### config.mk
export PLATFORM = sky130hd
export DESIGN_NAME = mdio_master
export DESIGN_NICKNAME = d
export VERILOG_FILES = /design/src/rtl/mdio_master_pkg.sv /design/src/rtl/mdio_master_mdc_gen.sv /design/src/rtl/mdio_master.sv
export SDC_FILE = /design/constraint.sdc
export NUM_CORES = 1
export LEC_CHECK = 0
export ABC_AREA = 1
export CORE_UTILIZATION = 32
export CTS_CLUSTER_SIZE = 8
export DETAILED_ROUTE_END_ITERATION = 6
export SETUP_SLACK_MARGIN = 0.05
export SYNTH_ARGS = -nofsm -noshare
export SYNTH_HDL_FRONTEND = slang
export SYNTH_SLANG_ARGS = --single-unit
export TNS_END_PERCENT = 20
### constraint.sdc
create_clock -name clk_50 -period 3.6 [get_ports clk_50]
set_input_delay 0.72 -clock clk_50 [delete_from_list [all_inputs] [get_ports clk_50]]
set_output_delay 0.72 -clock clk_50 [all_outputs]
set_load 0.005 [all_outputs]
### src/rtl/mdio_master_pkg.sv
// Shared MDIO Clause-22 constants, FSM state type and frame builder.
package mdio_master_pkg;

  typedef enum logic [2:0] {
    ST_IDLE,
    ST_PRE,
    ST_HDR,
    ST_TA,
    ST_DATA,
    ST_GAP
  } mdio_state_e;

  localparam logic [1:0] MDIO_ST    = 2'b01;
  localparam logic [1:0] MDIO_OP_WR = 2'b01;
  localparam logic [1:0] MDIO_OP_RD = 2'b10;

  localparam int unsigned HDR_BITS  = 14;
  localparam int unsigned TA_BITS   = 2;
  localparam int unsigned DATA_BITS = 16;

  // Everything after the preamble as one MSB-first word; read TA/data are
  // all ones so the shifter naturally leaves MDIO released-high.
  function automatic logic [31:0] build_frame(input logic       write,
                                              input logic [4:0] phyad,
                                              input logic [4:0] regad,
                                              input logic [15:0] wdata);
    return {MDIO_ST,
            write ? MDIO_OP_WR : MDIO_OP_RD,
            phyad,
            regad,
            write ? 2'b10 : 2'b11,
            write ? wdata : 16'hFFFF};
  endfunction

endpackage

### src/rtl/mdio_master_mdc_gen.sv
// MDC divider: low for CLK_DIV cycles then high for CLK_DIV cycles, with
// strobes on the edges that start a low phase and that raise MDC.
module mdc_gen #(
  parameter int unsigned CLK_DIV = 25
) (
  input  logic clk_50,
  input  logic reset_i,
  input  logic run,
  input  logic mdc_en,
  output logic mdc_o,
  output logic mdc_fall_stb,
  output logic mdc_rise_stb
);

  localparam int unsigned CW = $clog2(2 * CLK_DIV);

  logic [CW-1:0] cnt;

  assign mdc_rise_stb = run && (cnt == CW'(CLK_DIV - 1));
  assign mdc_fall_stb = run && (cnt == CW'(2 * CLK_DIV - 1));

  // Holding the counter at zero while idle keeps every frame phase-aligned.
  always_ff @(posedge clk_50) begin
    if (reset_i || !run) begin
      cnt   <= '0;
      mdc_o <= 1'b0;
    end else begin
      cnt <= mdc_fall_stb ? '0 : cnt + CW'(1);
      if (mdc_rise_stb)
        mdc_o <= mdc_en;
      else if (mdc_fall_stb)
        mdc_o <= 1'b0;
    end
  end

endmodule

### src/rtl/mdio_master.sv
// Clause-22 MDIO master: accepts one read/write command at a time, runs
// preamble/header/turnaround/data, then an idle gap before the next command.
module mdio_master
  import mdio_master_pkg::*;
#(
  parameter int unsigned CLK_DIV       = 25,
  parameter int unsigned PREAMBLE_BITS = 32,
  parameter int unsigned IDLE_BITS     = 1
) (
  input  logic        clk_50,
  input  logic        reset_i,
  input  logic        cmd_valid_i,
  output logic        cmd_ready_o,
  input  logic        cmd_write_i,
  input  logic        cmd_pre_sup_i,
  input  logic [4:0]  cmd_phy_addr_i,
  input  logic [4:0]  cmd_reg_addr_i,
  input  logic [15:0] cmd_wdata_i,
  output logic        rsp_valid_o,
  output logic [15:0] rsp_rdata_o,
  output logic        rsp_ta_error_o,
  output logic        busy_o,
  output logic        mdc_o,
  output logic        mdio_o,
  output logic        mdio_oe_o,
  input  logic        mdio_i
);

  mdio_state_e state, state_n;
  logic [15:0] bit_cnt, bit_cnt_n;
  logic [31:0] tx, tx_n;
  logic [15:0] rx, rx_n;
  logic        is_wr, is_wr_n;
  logic        ta_err, ta_err_n;
  logic        mdio_q, mdio_n;
  logic        oe_q, oe_n;
  logic        ready_q, ready_n;
  logic        rsp_valid_q, rsp_valid_n;
  logic [15:0] rsp_rdata_q, rsp_rdata_n;
  logic        rsp_ta_q, rsp_ta_n;
  logic [31:0] frame;
  logic        fall_stb, rise_stb;

  mdc_gen #(
    .CLK_DIV(CLK_DIV)
  ) u_mdc_gen (
    .clk_50      (clk_50),
    .reset_i     (reset_i),
    .run         (state != ST_IDLE),
    .mdc_en      (state != ST_GAP),
    .mdc_o       (mdc_o),
    .mdc_fall_stb(fall_stb),
    .mdc_rise_stb(rise_stb)
  );

  always_comb begin
    state_n     = state;
    bit_cnt_n   = bit_cnt;
    tx_n        = tx;
    rx_n        = rx;
    is_wr_n     = is_wr;
    ta_err_n    = ta_err;
    mdio_n      = mdio_q;
    oe_n        = oe_q;
    rsp_valid_n = 1'b0;
    rsp_rdata_n = rsp_rdata_q;
    rsp_ta_n    = rsp_ta_q;
    frame       = build_frame(cmd_write_i, cmd_phy_addr_i, cmd_reg_addr_i, cmd_wdata_i);

    case (state)
      ST_IDLE: begin
        if (cmd_valid_i && ready_q) begin
          is_wr_n  = cmd_write_i;
          ta_err_n = 1'b0;
          rx_n     = '0;
          oe_n     = 1'b1;
          if (cmd_pre_sup_i) begin
            state_n   = ST_HDR;
            bit_cnt_n = 16'(HDR_BITS - 1);
            mdio_n    = frame[31];
            tx_n      = {frame[30:0], 1'b0};
          end else begin
            state_n   = ST_PRE;
            bit_cnt_n = 16'(PREAMBLE_BITS - 1);
            mdio_n    = 1'b1;
            tx_n      = frame;
          end
        end
      end

      ST_PRE: begin
        if (fall_stb) begin
          if (bit_cnt == '0) begin
            state_n   = ST_HDR;
            bit_cnt_n = 16'(HDR_BITS - 1);
            mdio_n    = tx[31];
            tx_n      = {tx[30:0], 1'b0};
          end else begin
            bit_cnt_n = bit_cnt - 16'd1;
          end
        end
      end

      ST_HDR: begin
        if (fall_stb) begin
          mdio_n = tx[31];
          tx_n   = {tx[30:0], 1'b0};
          if (bit_cnt == '0) begin
            state_n   = ST_TA;
            bit_cnt_n = 16'(TA_BITS - 1);
            oe_n      = is_wr;
          end else begin
            bit_cnt_n = bit_cnt - 16'd1;
          end
        end
      end

      ST_TA: begin
        if (rise_stb && bit_cnt == '0)
          ta_err_n = mdio_i;
        if (fall_stb) begin
          mdio_n = tx[31];
          tx_n   = {tx[30:0], 1'b0};
          if (bit_cnt == '0) begin
            state_n   = ST_DATA;
            bit_cnt_n = 16'(DATA_BITS - 1);
          end else begin
            bit_cnt_n = bit_cnt - 16'd1;
          end
        end
      end

      ST_DATA: begin
        if (rise_stb)
          rx_n = {rx[14:0], mdio_i};
        if (fall_stb) begin
          if (bit_cnt == '0) begin
            state_n     = ST_GAP;
            bit_cnt_n   = 16'(IDLE_BITS - 1);
            oe_n        = 1'b0;
            mdio_n      = 1'b1;
            rsp_valid_n = 1'b1;
            rsp_rdata_n = is_wr ? 16'h0000 : rx;
            rsp_ta_n    = !is_wr && ta_err;
          end else begin
            mdio_n    = tx[31];
            tx_n      = {tx[30:0], 1'b0};
            bit_cnt_n = bit_cnt - 16'd1;
          end
        end
      end

      ST_GAP: begin
        if (fall_stb) begin
          if (bit_cnt == '0)
            state_n = ST_IDLE;
          else
            bit_cnt_n = bit_cnt - 16'd1;
        end
      end

      default: state_n = ST_IDLE;
    endcase

    ready_n = (state_n == ST_IDLE);
  end

  always_ff @(posedge clk_50) begin
    if (reset_i) begin
      state       <= ST_IDLE;
      bit_cnt     <= '0;
      tx          <= '0;
      rx          <= '0;
      is_wr       <= 1'b0;
      ta_err      <= 1'b0;
      mdio_q      <= 1'b1;
      oe_q        <= 1'b0;
      ready_q     <= 1'b0;
      rsp_valid_q <= 1'b0;
      rsp_rdata_q <= '0;
      rsp_ta_q    <= 1'b0;
    end else begin
      state       <= state_n;
      bit_cnt     <= bit_cnt_n;
      tx          <= tx_n;
      rx          <= rx_n;
      is_wr       <= is_wr_n;
      ta_err      <= ta_err_n;
      mdio_q      <= mdio_n;
      oe_q        <= oe_n;
      ready_q     <= ready_n;
      rsp_valid_q <= rsp_valid_n;
      rsp_rdata_q <= rsp_rdata_n;
      rsp_ta_q    <= rsp_ta_n;
    end
  end

  assign cmd_ready_o    = ready_q;
  assign busy_o         = (state != ST_IDLE);
  assign mdio_o         = mdio_q;
  assign mdio_oe_o      = oe_q;
  assign rsp_valid_o    = rsp_valid_q;
  assign rsp_rdata_o    = rsp_rdata_q;
  assign rsp_ta_error_o = rsp_ta_q;

endmodule

* Yosys cells after proc, flatten, opt, wreduce, memory -nomap -nowiden *
Index checks and enable logic that the tools add are counted.

operators by class
  bitwise gates (word level) = 2
  divide/modulo/power cells = 0
  shift-type cells = 0
  add/sub/neg operators = 2
  $lt $le $gt $ge = 0
  reduce and logical (&&, ||, !) cells = 29
  eq/ne operators = 22
  multipliers = 0
  mux-type cells = 61

operators with widths
  kind                                                   number
  2-to-1 mux 16 bit                                      15
  2-to-1 mux 32 bit                                      7
  case mux 32 bit (4 select lines)                       1
  case mux 16 bit (6 select lines)                       1
  2-to-1 mux 3 bit                                       11
  case mux 16 bit (2 select lines)                       1
  2-to-1 mux 1 bit                                       18
  case mux 3 bit (6 select lines)                        1
  logical NOT 16 bit                                     1
  inequality test 2 bit, second input constant           8
  subtractor 16 x 1 -> 16 bit, second input constant     1
  inequality test 2 x 1 -> 1 bit, second input constant  6
  AND reduction 6 bit                                    2
  AND reduction 3 bit                                    3
  AND reduction 8 bit                                    1
  AND reduction 7 bit                                    1
  adder 6 x 1 -> 6 bit, second input constant            1
  == test 3 x 2 -> 1 bit, second input constant          2
  == test 3 bit, second input constant                   2
  == test 6 x 5 -> 1 bit, second input constant          1
  == test 6 bit, second input constant                   1
  logical NOT 3 bit                                      2
  nonzero test 2 bit                                     3
  nonzero test 3 bit                                     2
  other kinds (16)                                       24

word-level totals
  bits in latches = 0
  ROM bits = 0
  output and inout port bits = 23
  input bits = 32
  memories = 0
  word-level logic and storage cells = 130
  memory bits (writable) = 0
  register bits after elaboration = 97

* Logic depth before layout (Yosys ltp) *
Gate-level depths: netlist of run 1.

  depth after elaboration = 5
  depth in mapped cells = 15
  gate-level depth less buffers = 15

* By module *
Synthesis of run 1 repeated with hierarchy kept, for this count alone.

unflattened totals
  cell total of the unflattened synthesis = 779
  area total of the unflattened synthesis = 5052.3 µm²

by module, submodules not included
  module       area each (µm²)  instances  seq. area each (µm²)  cells an instance
  mdio_master  4662.0           1          1801.7                722
  mdc_gen      390.4            1          140.1                 57

* Worst setup path after synthesis of run 1 *
No wires, ideal clock.

  path kind = input to register
  start = input port cmd_valid_i
  end = register tx[19]
  buffers on the path = 1
  setup time = 0.116 ns
  cell stages on the path = 10
  arrival = 1.606 ns
  path slack = 1.879 ns
  data required time = 3.484 ns
  path through = nand2_1 -> nand2_1 -> o22ai_1 -> a21oi_2 -> nand2_2 -> nor2_8 -> inv_4 -> buf_6 -> nor2_1 -> nor2_1

between the ends
  longest elaborated chain between the ends = 3

ends and longest elaborated chain
  what                             RTL line            source
  start, declared                  mdio_master.sv:12   input logic cmd_valid_i,
  logical AND 1 bit                mdio_master.sv:72   if (cmd_valid_i && ready_q) begin
  inequality test 2 bit (no line)  --
  AND reduction 7 bit (no line)    --
  end signal, assigned             mdio_master.sv:185  tx <= tx_n;
  end, declared                    mdio_master.sv:31   logic [31:0] tx, tx_n;

Every way passes these cells.
A chain may end at the register's enable or synchronous reset.

* Worst setup path in the final report of run 1 *
  start = register state[2]
  end = output port busy_o

between the ends
  longest elaborated chain between the ends = 1

ends and longest elaborated chain
  what                    RTL line            source
  start, declared         mdio_master.sv:29   mdio_state_e state, state_n;
  start signal, assigned  mdio_master.sv:183  state <= state_n;
  nonzero test 3 bit      mdio_master.sv:199  assign busy_o = (state != ST_IDLE);
  end, declared           mdio_master.sv:22   output logic busy_o,

Every way passes these cells.

==> run_results.csv, run 1 <==
group,metric,value,unit
setup_path,r2r_cells,10,
clock_tree,holdBufCountCts,0,
place,gp_congestion,0.835,
cells_and_area,finalNetCount,767,
timing,timing.hold.ws,447,ps
die,die_x,125,um
yosys,ys.flop_type,"dfxtp_1",
setup_path,timing.rr.end,"tx[17]",
routing,drt-total-wl,11500,um
clock_tree,cts-root-buf,"clkbuf_16",
flow_run,max_cap_viol_count,0,
setup_path,arrival,1640,ps
die,num_rows,44,
min_path,hold_path_class,"flip-flop to flip-flop",
timing,hold_violations,0,
clock_tree,clk_path_buf_depth,2,
setup_path,crit_path_max_fanout,7,
clock_tree,ctsHtreeMaxLevel,3,
setup_path,cp-start-kind,"flip-flop",
yosys,synth.avg_cell_area,7.01,sq um
timing,timing.setup.tns,0,ps
setup_path,critPathKind,"flip-flop to output pin",
setup_path,end_kind,"output pin",
timing,fin_ws,1240,ps
setup_path,setup.worst_path.end,"busy_o",
routing,drtIter0Drc,261,
timing,slew_viol_final,0,
place,dp_hpwl,7750,um
setup_path,required,2880,ps
place,port_buffers,54,
cells_and_area,drive_above_1_share,7.37,%
yosys,yosys_warnings,0,
routing,ant_nets,0,
setup_path,r2r_setup_slack,1330,ps
yosys,ys_seq_area_share,40.1,%
yosys,netlist_area,4840,sq um
timing,report.final.setup_viol,0,
yosys,synth_area_leaders,"dfxtp_1, nor2_1, nand2_1",
power_and_ir_drop,ir_drop,0.273,mV
global_route,track_usage,15.4,%
clock_tree,post-cts-setup-buffers,0,
power_and_ir_drop,p_leak,2.30,nW
min_path,min-delay-start,"mdio_oe_o",
die,initial_core_util,33.1,%
routing,drcViolationCount,2,
routing,vias,4469,
global_route,grt_pass1_wl,19900,um
clock_tree,cts_inserted_buffers,9,
yosys,async_flop_share,0,%
status,failed_checks,"design-rule violations",
die,ios,55,
cells_and_area,antenna_cells,0,
die,die_h,125,um
yosys,synth.most_common_cell,"nor2_1",
power_and_ir_drop,power.density,660,nW/um^2
clock_tree,cts_tree,"done",
setup_path,reg2reg_from,"state[1]",
yosys,ys_seq_elements,97,
die,design.core.area,14600,sq um
cells_and_area,post-route-util,39.4,%
global_route,grt_max_degree,59,
yosys,ys_types,40,
routing,routedWlPerCell,12.6,um
timing,tightest_slew,547,ps
cells_and_area,area_growth,19.0,%
timing,fmax,424,MHz
timing,rsz0062_at_grt,"false",
timing,period_minus_slack,2360,ps
global_route,grt.overflow.total,0,
routing,drtPass1Iterations,6,
yosys,synth_top_area_cell,"dfxtp_1",
clock_tree,cts_sinks,97,
timing,clock_skew,7.48,ps
clock_tree,post_cts_resized,0,
setup_path,critPathLaunch,"state[2]",
yosys,postSynthCellCount,691,
global_route,antenna_found_initial,0,
die,dieArea,15600,sq um
yosys,synth_top_area_share,40.1,%
clock_tree,clk_pin_slew_worst_paths,70,ps
timing,timing.final.crit_share,65.5,%
clock_tree,clk_latency,350,ps
timing,relSlewSlack,63.3,%
routing,post_drt_via_cell_ratio,4.87,
yosys,ys_top_cells_by_count,"nor2_1, nand2_1, dfxtp_1, o21ai_0, inv_1",
yosys,syn_nets,729,
status,status,"complete, but fails checks",
yosys,synth_enable_flop_cells,0,
global_route,grt_pass1_vias,4207,
place,dp_slack,928,ps
## worst min-delay path by stage
stage	depth (start not counted)	to	slack, ps
2_1_floorplan	2	ta_err	440
3_3_place_gp	2	mdio_oe_o	440
3_5_place_dp	2	mdio_oe_o	440
4_1_cts	2	mdio_oe_o	450
5_1_grt	2	mdio_oe_o	470
6_report	2	mdio_oe_o	450
## cells in the final DEF (no fill, tap or decap), types with 7 or more instances in the layout
master	synthesis	layout
a21oi_1	39	39
clkbuf_16	0	9
clkdlybuf4s50_1	0	54
dfxtp_1	97	97
inv_1	49	49
nand2_1	111	111
nand3_1	41	41
nor2_1	147	147
nor2_2	7	7
o21ai_0	66	66
o21ai_1	22	22
o221ai_1	22	22
## worst max-delay path: stages (launching register included)
cell and delay [ps]:
dfxtp_1 470, inv_1 160, nand2_4 140, clkdlybuf4s50_1 520
## report_power, final
part	total [mW]	switching, mW	internal [mW]
Combinational	1.39	0.915	0.478
Sequential	1.43	0.147	1.28
Clock	0.986	0.439	0.547
Total	3.81	1.50	2.30
## layout make-up
type                       instances  area (sq um)
sequential                        97          1940
inverter                          60           233
timing repair buffer              56           556
multi-input combinational        505          2500
clock inverter                     6          77.6
fill                            1586          8880
clock buffer                       9           225
tap                              184           230
## per-stage QoR
stage	total power, mW	cell area [sq um]	std cells
after global routing	4.10	5760	917
after detailed placement	2.84	5460	902
after global placement	2.83	5460	902
after CTS	3.84	5760	917
final	3.81	5760	917
after floorplan	2.55	4840	691
## per-layer routing
metal | vias up | part of all wire, % | wire length [um] | global-route usage, %
met4 | 0 | 1.7 | 190 | 6.24
met2 | 74 | 45 | 5140 | 24.4
met3 | 11 | 3.1 | 361 | 2.44
li1 | 2364 | - | - | -
met1 | 2020 | 51 | 5830 | 21.0
met5 | - | 0 | 0 | 0
## cells by family (layout without fill, tap and decap cells)
logic type      count (synthesis)  after routing  share of synthesized area, %
compound gates                159            159                          19.0
xor+xnor                        6              6                          1.09
fa+ha+maj                       6              6                          1.55
buf+inv                        89            131                          8.25
flops                          97             97                          40.1
simple gates                  334            334                          30.0
## sequential cells by signal, indices dropped and copies added, names as in the netlist, 3 cells and up
name and count:
bit_cnt 16, rsp_rdata_o 16, state 3, tx 32, u_mdc_gen.cnt 6, rx 16
Note: power is estimated with default switching activity, not from simulation.
==> run 2: changes to the inputs <==
- clock period: 3.6 -> 2.04 ns (I/O delays scaled with it)
==> run 2 against run 1 <==
Compared with the run above:
- sequential cell count stayed put
- via count is 3.1% higher
- combinational power grew 100%
- core utilization up 2.0 points
- the flow still finishes with violations (design-rule violations)
- first-iteration DRC count increased by 3.1%
- die area is the same
- clock skew about the same
- final cell count grew 3.3%
==> run_results.csv, run 2 (same netlist as run 1, synthesis figures left out) <==
group,metric,value,unit
flow_run,max_cap_viol_count,0,
die,initial_core_util,33.1,%
global_route,grt.busiest_layer,"met2",
cells_and_area,area_growth,25.2,%
place,placed_area,5650,sq um
global_route,antenna_found_initial,0,
global_route,use_met2,25.5,%
setup_path,crit_path_max_fanout,6,
die,dieArea,15600,sq um
timing,slew_viol_final,0,
setup_path,cp_slowest_cell,"clkdlybuf4s50_1",
cells_and_area,drive_above_1_share,11.8,%
setup_path,max_stage_delay,520,ps
timing,relSlewSlack,66.1,%
cells_and_area,antenna_cells,0,
routing,post_drt_via_cell_ratio,4.86,
status,status,"complete, but fails checks",
place,port_buffers,54,
global_route,grt_util_met1,21.3,%
cells_and_area,layout_commonest_cell,"nor2_1",
setup_path,required,1630,ps
clock_tree,cts_tree,"done",
cells_and_area,final_cell_mix,"nor2_1, nand2_1, dfxtp_1",
global_route,grt.overflow.total,0,
timing,fmax,511,MHz
die,ios,55,
clock_tree,cts-root-buf,"clkbuf_16",
timing,clock_skew,7.97,ps
setup_path,r2r_setup_slack,130,ps
routing,drtPass1Iterations,6,
min_path,hold_path_class,"flip-flop to flip-flop",
timing,report.final.setup_viol,0,
die,die_x,125,um
global_route,grt_pass1_wl,20400,um
die,die_h,125,um
place,dp_hpwl,8170,um
clock_tree,cts_inserted_buffers,9,
routing,drt-total-wl,12000,um
timing,rsz0062_at_grt,"true",
power_and_ir_drop,p_leak,2.48,nW
power_and_ir_drop,power.density,1180,nW/um^2
global_route,grt_max_degree,32,
clock_tree,clk_pin_slew_worst_paths,70,ps
status,failed_checks,"design-rule violations",
place,gp_congestion,0.850,
cells_and_area,finalInstanceArea,6060,sq um
timing,timing.final.crit_share,96.0,%
setup_path,critPathKind,"flip-flop to output pin",
die,design.core.area,14600,sq um
cells_and_area,final-seq-area,1940,sq um
routing,vias,4606,
setup_path,end_kind,"output pin",
cells_and_area,post-route-util,41.4,%
routing,ant_nets,0,
clock_tree,ctsHtreeMaxLevel,3,
routing,drtIter0Drc,269,
cells_and_area,fill_cells,1544,
cells_and_area,top_register,"tx",
global_route,grt_util_met3,2.23,%
timing,hold_violations,0,
cells_and_area,largest_reg_flops,32,
setup_path,arrival,1550,ps
global_route,track_usage,15.8,%
global_route,grt_pass1_vias,4336,
cells_and_area,finalNetCount,796,
routing,drcViolationCount,2,
power_and_ir_drop,ir_drop,0.538,mV
routing,routedWlPerCell,12.7,um
die,num_rows,44,
timing,period_minus_slack,1960,ps
setup_path,worstPathCellList,"nor2_4 -> nand2_4 -> clkdlybuf4s50_1",
setup_path,cp-start-kind,"flip-flop",
clock_tree,cts_sinks,97,
clock_tree,clk_latency,350,ps
clock_tree,clk_path_buf_depth,2,
cells_and_area,multi_input_area,2510,sq um
timing,timing.hold.ws,443,ps
timing,tightest_slew,505,ps
run 2: cell types whose count changed in the layout (fill, tap and decap cells not counted), moves of 2 or more:
cell	delta
dfxtp_2	+2
buf_4	+25
dfxtp_1	-2
inv_6	+2
clkinv_4	-2
a21oi_1	-2
a21oi_2	+2
run 2: final cells by class:
| type | count | area share [%] |
|---|---|---|
| Multi-Input combinational cell | 505 | 41.5 |
| Sequential cell | 97 | 32.1 |
| Timing Repair Buffer | 85 | 13.4 |
| Inverter | 60 | 3.88 |
| Tap cell | 184 | 3.80 |
| Clock buffer | 9 | 3.72 |
| Clock inverter | 7 | 1.59 |
run 2: what timing repair did:
| item | CTS | global route |
|---|---|---|
| gates resized for setup | 1 | 10 |
| setup buffers | 0 | 4 |
| setup endpoints to repair | 1 | 65 |
| cloned | 0 | 1 |
| hold buffers | 0 | 0 |
| pin swaps | 0 | 4 |
run 2: final timing paths:
kind	from	endpoint	cells past startpoint
worst min-delay path	mdio_oe_o	mdio_oe_o	2
worst min register to register	mdio_oe_o	mdio_oe_o	2
worst max register to register	bit_cnt[0]	tx[17]	13
worst max-delay path	state[0]	busy_o	3
run 2: worst max-delay path, delay by kind of cell, from the launching register on:
family | cells | cell delay (ps)
and+or+nand+nor | 2 | 210
DFF | 1 | 480
buffers and inverters | 1 | 520
run 2: layer usage:
layer / up-vias / wire [um]
met5: - / 0
met4: 0 / 178
met3: 11 / 354
met2: 88 / 5340
met1: 2096 / 6120
li1: 2411 / -
run 2: through the flow:
| step | cells | worst slack, ps | power [mW] | TNS, ps |
|---|---|---|---|---|
| after floorplan | 691 | 351 | 4.50 | 0 |
| after global placement | 926 | -14.4 | 5.15 | -103 |
| after detailed placement | 926 | -29.5 | 5.16 | -103 |
| after CTS | 942 | 81.5 | 7.01 | 0 |
| after global routing | 947 | -1.38 | 7.69 | -2.00 |
| final | 947 | 82.1 | 7.17 | 0 |
run 2: report_power, final:
part	switching [mW]	internal, mW	total, mW	leakage [nW]
clock network	0.839	0.993	1.83	0.155
logic	1.71	1.11	2.82	1.53
registers	0.264	2.26	2.52	0.793
==> run 3: changes to the inputs <==
- CORE_UTILIZATION: 32 -> 51
- GPL_TIMING_DRIVEN: unset -> 0
- PLACE_DENSITY: unset -> 0.76
- SYNTH_HIERARCHICAL: unset -> 1
==> run 3 against run 2 <==
Compared with the run above:
- the flow now finishes without violations
- sequential cell count stayed put
- critical path depth rose by 8
- count of clock-buffer cells in the layout unchanged
- first-iteration DRC count rose by 20%
- register-to-register slack worse by 20 ps
- via count rose by 14%
- synthesized area rose by 4.4%
- die area decreased by 34%
- critical endpoint is now tx[10]
==> run_results.csv, run 3 <==
group,metric,value,unit
status,status,"finished clean",
die,num_rows,35,
clock_tree,holdBufCountCts,0,
routing,drt-total-wl,12700,um
routing,routedWlPerCell,12.8,um
setup_path,worstPathCellList,"inv_1 -> ha_1 -> nand2_1 -> nor2_1 -> nand3b_1 -> nor2_4 -> nor2_4 -> buf_12 -> buf_6 -> o21ai_0 -> nor2_1",
clock_tree,cts_inserted_buffers,9,
setup_path,cp_slowest_cell,"dfxtp_2",
cells_and_area,antenna_cells,0,
min_path,hold_path_class,"flip-flop to flip-flop",
setup_path,cp-start-kind,"flip-flop",
yosys,netlist_area,5050,sq um
routing,ant_nets,0,
routing,drcViolationCount,0,
clock_tree,cts-root-buf,"clkbuf_8",
yosys,ys_top_cells_by_count,"nand2_1, nor2_1, dfxtp_1, inv_1, o21ai_0",
clock_tree,clk_latency,380,ps
global_route,grt.overflow.total,0,
power_and_ir_drop,p_sw,2.57,mW
timing,hold_violations,0,
die,ios,55,
cells_and_area,post-route-util,65.8,%
yosys,yosys_warnings,6,
flow_run,max_cap_viol_count,0,
cells_and_area,area_growth,22.6,%
routing,drtPass1Iterations,5,
cells_and_area,top_register,"tx",
clock_tree,ctsHtreeMaxLevel,3,
die,die_x,102,um
power_and_ir_drop,combPwrFrac,40.0,%
power_and_ir_drop,power_report.internal_total,3.57,mW
clock_tree,clk_pin_slew_worst_paths,120,ps
yosys,synth.most_common_cell,"nand2_1",
cells_and_area,final_cell_mix,"nand2_1, nor2_1, dfxtp_1",
power_and_ir_drop,power.density,990,nW/um^2
setup_path,end_kind,"flip-flop",
yosys,syn_nets,816,
cells_and_area,layout_commonest_cell,"nand2_1",
cells_and_area,largest_reg_flops,32,
cells_and_area,final-seq-area,1950,sq um
yosys,ys_types,33,
routing,vias,5250,
clock_tree,cts_tree,"done",
place,dp_hpwl,9010,um
timing,timing.hold.ws,457,ps
setup_path,arrival,2220,ps
die,die_h,102,um
setup_path,crit_path_max_fanout,10,
power_and_ir_drop,p_leak,2.80,nW
setup_path,r2r_cells,11,
place,placed_area,5750,sq um
yosys,synth_area_leaders,"dfxtp_1, nand2_1, nor2_1",
global_route,grt.busiest_layer,"met2",
cells_and_area,finalInstanceArea,6190,sq um
setup_path,critPathKind,"flip-flop to flip-flop",
timing,tightest_slew,515,ps
global_route,track_usage,25.5,%
power_and_ir_drop,power.total,6.13,mW
timing,rsz0062_at_grt,"true",
yosys,ys.flop_type,"dfxtp_1",
timing,report.final.setup_viol,0,
clock_tree,clk_path_buf_depth,2,
yosys,synth_top_area_share,38.4,%
yosys,synth.avg_cell_area,6.49,sq um
global_route,grt_pass1_vias,4667,
global_route,grt_util_met1,34.5,%
global_route,grt_max_degree,21,
place,gp_congestion,0.906,
global_route,grt_pass1_wl,21000,um
power_and_ir_drop,seqPwrFrac,38.8,%
routing,drtIter0Drc,322,
routing,post_drt_via_cell_ratio,5.30,
yosys,ys_seq_elements,97,
power_and_ir_drop,ir_drop,0.434,mV
yosys,async_flop_share,0,%
clock_tree,cts_sinks,97,
timing,slew_viol_final,0,
timing,period_minus_slack,1930,ps
die,dieArea,10300,sq um
cells_and_area,fill_cells,854,
cells_and_area,drive_above_1_share,11.1,%
timing,clock_skew,14.2,ps
yosys,synth_enable_flop_cells,0,
global_route,use_met2,42.4,%
global_route,grt_util_met3,2.97,%
yosys,ys_seq_area_share,38.4,%
place,port_buffers,54,
power_and_ir_drop,clkPwrFrac,21.2,%
yosys,synth_top_area_cell,"dfxtp_1",
min_path,min_path_cells,2,
timing,timing.final.crit_share,94.5,%
setup_path,required,2330,ps
die,design.core.area,9420,sq um
yosys,postSynthCellCount,779,
timing,relSlewSlack,65.7,%
timing,timing.setup.tns,0,ps
power_and_ir_drop,switching_share,41.8,%
die,initial_core_util,53.7,%
cells_and_area,multi_input_area,2620,sq um
timing,fmax,519,MHz
setup_path,max_stage_delay,350,ps
cells_and_area,finalNetCount,894,
global_route,antenna_found_initial,0,
==> run 3: what timing repair did <==
action / CTS / global route
gates resized for setup: 13 / 40
cloned: 0 / 2
pin swaps: 1 / 8
setup endpoints to repair: 60 / 71
setup buffers: 1 / 10
==> run 3: logic make-up after synthesis <==
logic type	synth area share, %
DFF	38.4
buffers and inverters	10.4
and+or+nand+nor	32.7
AOI/OAI and AO/OA	16.9
adders and majority gates	1.24
xor gates and xnor gates	0.347
==> run 3: final timing paths <==
path,startpoint,to,slack [ps]
worst max-delay path,bit_cnt[0],tx[10],110
worst min-delay path,tx[28],tx[28],460
worst max register to register,bit_cnt[0],tx[10],110
worst min register to register,tx[28],tx[28],460
==> run 3: final cells by class <==
class | instances | area share (%)
multi-input combinational | 558 | 42.3
tap | 129 | 2.61
sequential | 97 | 31.5
inverter | 91 | 5.56
clock inverter | 7 | 1.35
timing repair buffer | 67 | 11.1
buffer | 33 | 3.68
clock buffer | 9 | 2.00
==> run 3: critical path, delay by kind of cell, from the launching register on <==
kind | cells | cell delay (ps)
fa+ha+maj | 1 | 180
buf+inv | 3 | 370
simple gates | 6 | 770
compound gates | 1 | 160
flops | 1 | 350
==> run 3: per-stage QoR <==
stage / std cells / setup WS [ps]
CTS: 979 / 51.2
finish: 991 / 111
floorplan: 779 / 219
global placement: 962 / -611
detailed placement: 962 / -656
global route: 991 / 12.3
==> run 3: power groups by stage <==
stage	Clock, mW	Sequential (mW)	Combinational (mW)
after floorplan	0	2.35	1.76
after global placement	0	2.40	2.25
after detailed placement	0	2.41	2.28
after CTS	1.32	2.37	2.32
after global routing	1.38	2.42	2.75
final	1.30	2.38	2.45
==> run 3: layer usage <==
metal | vias to the layer above | wire (um) | share of wire, %
li1 | 2647 | - | -
met1 | 2413 | 5940 | 47
met2 | 168 | 5880 | 46
met3 | 22 | 674 | 5.3
met4 | 0 | 228 | 1.8
met5 | - | 0 | 0
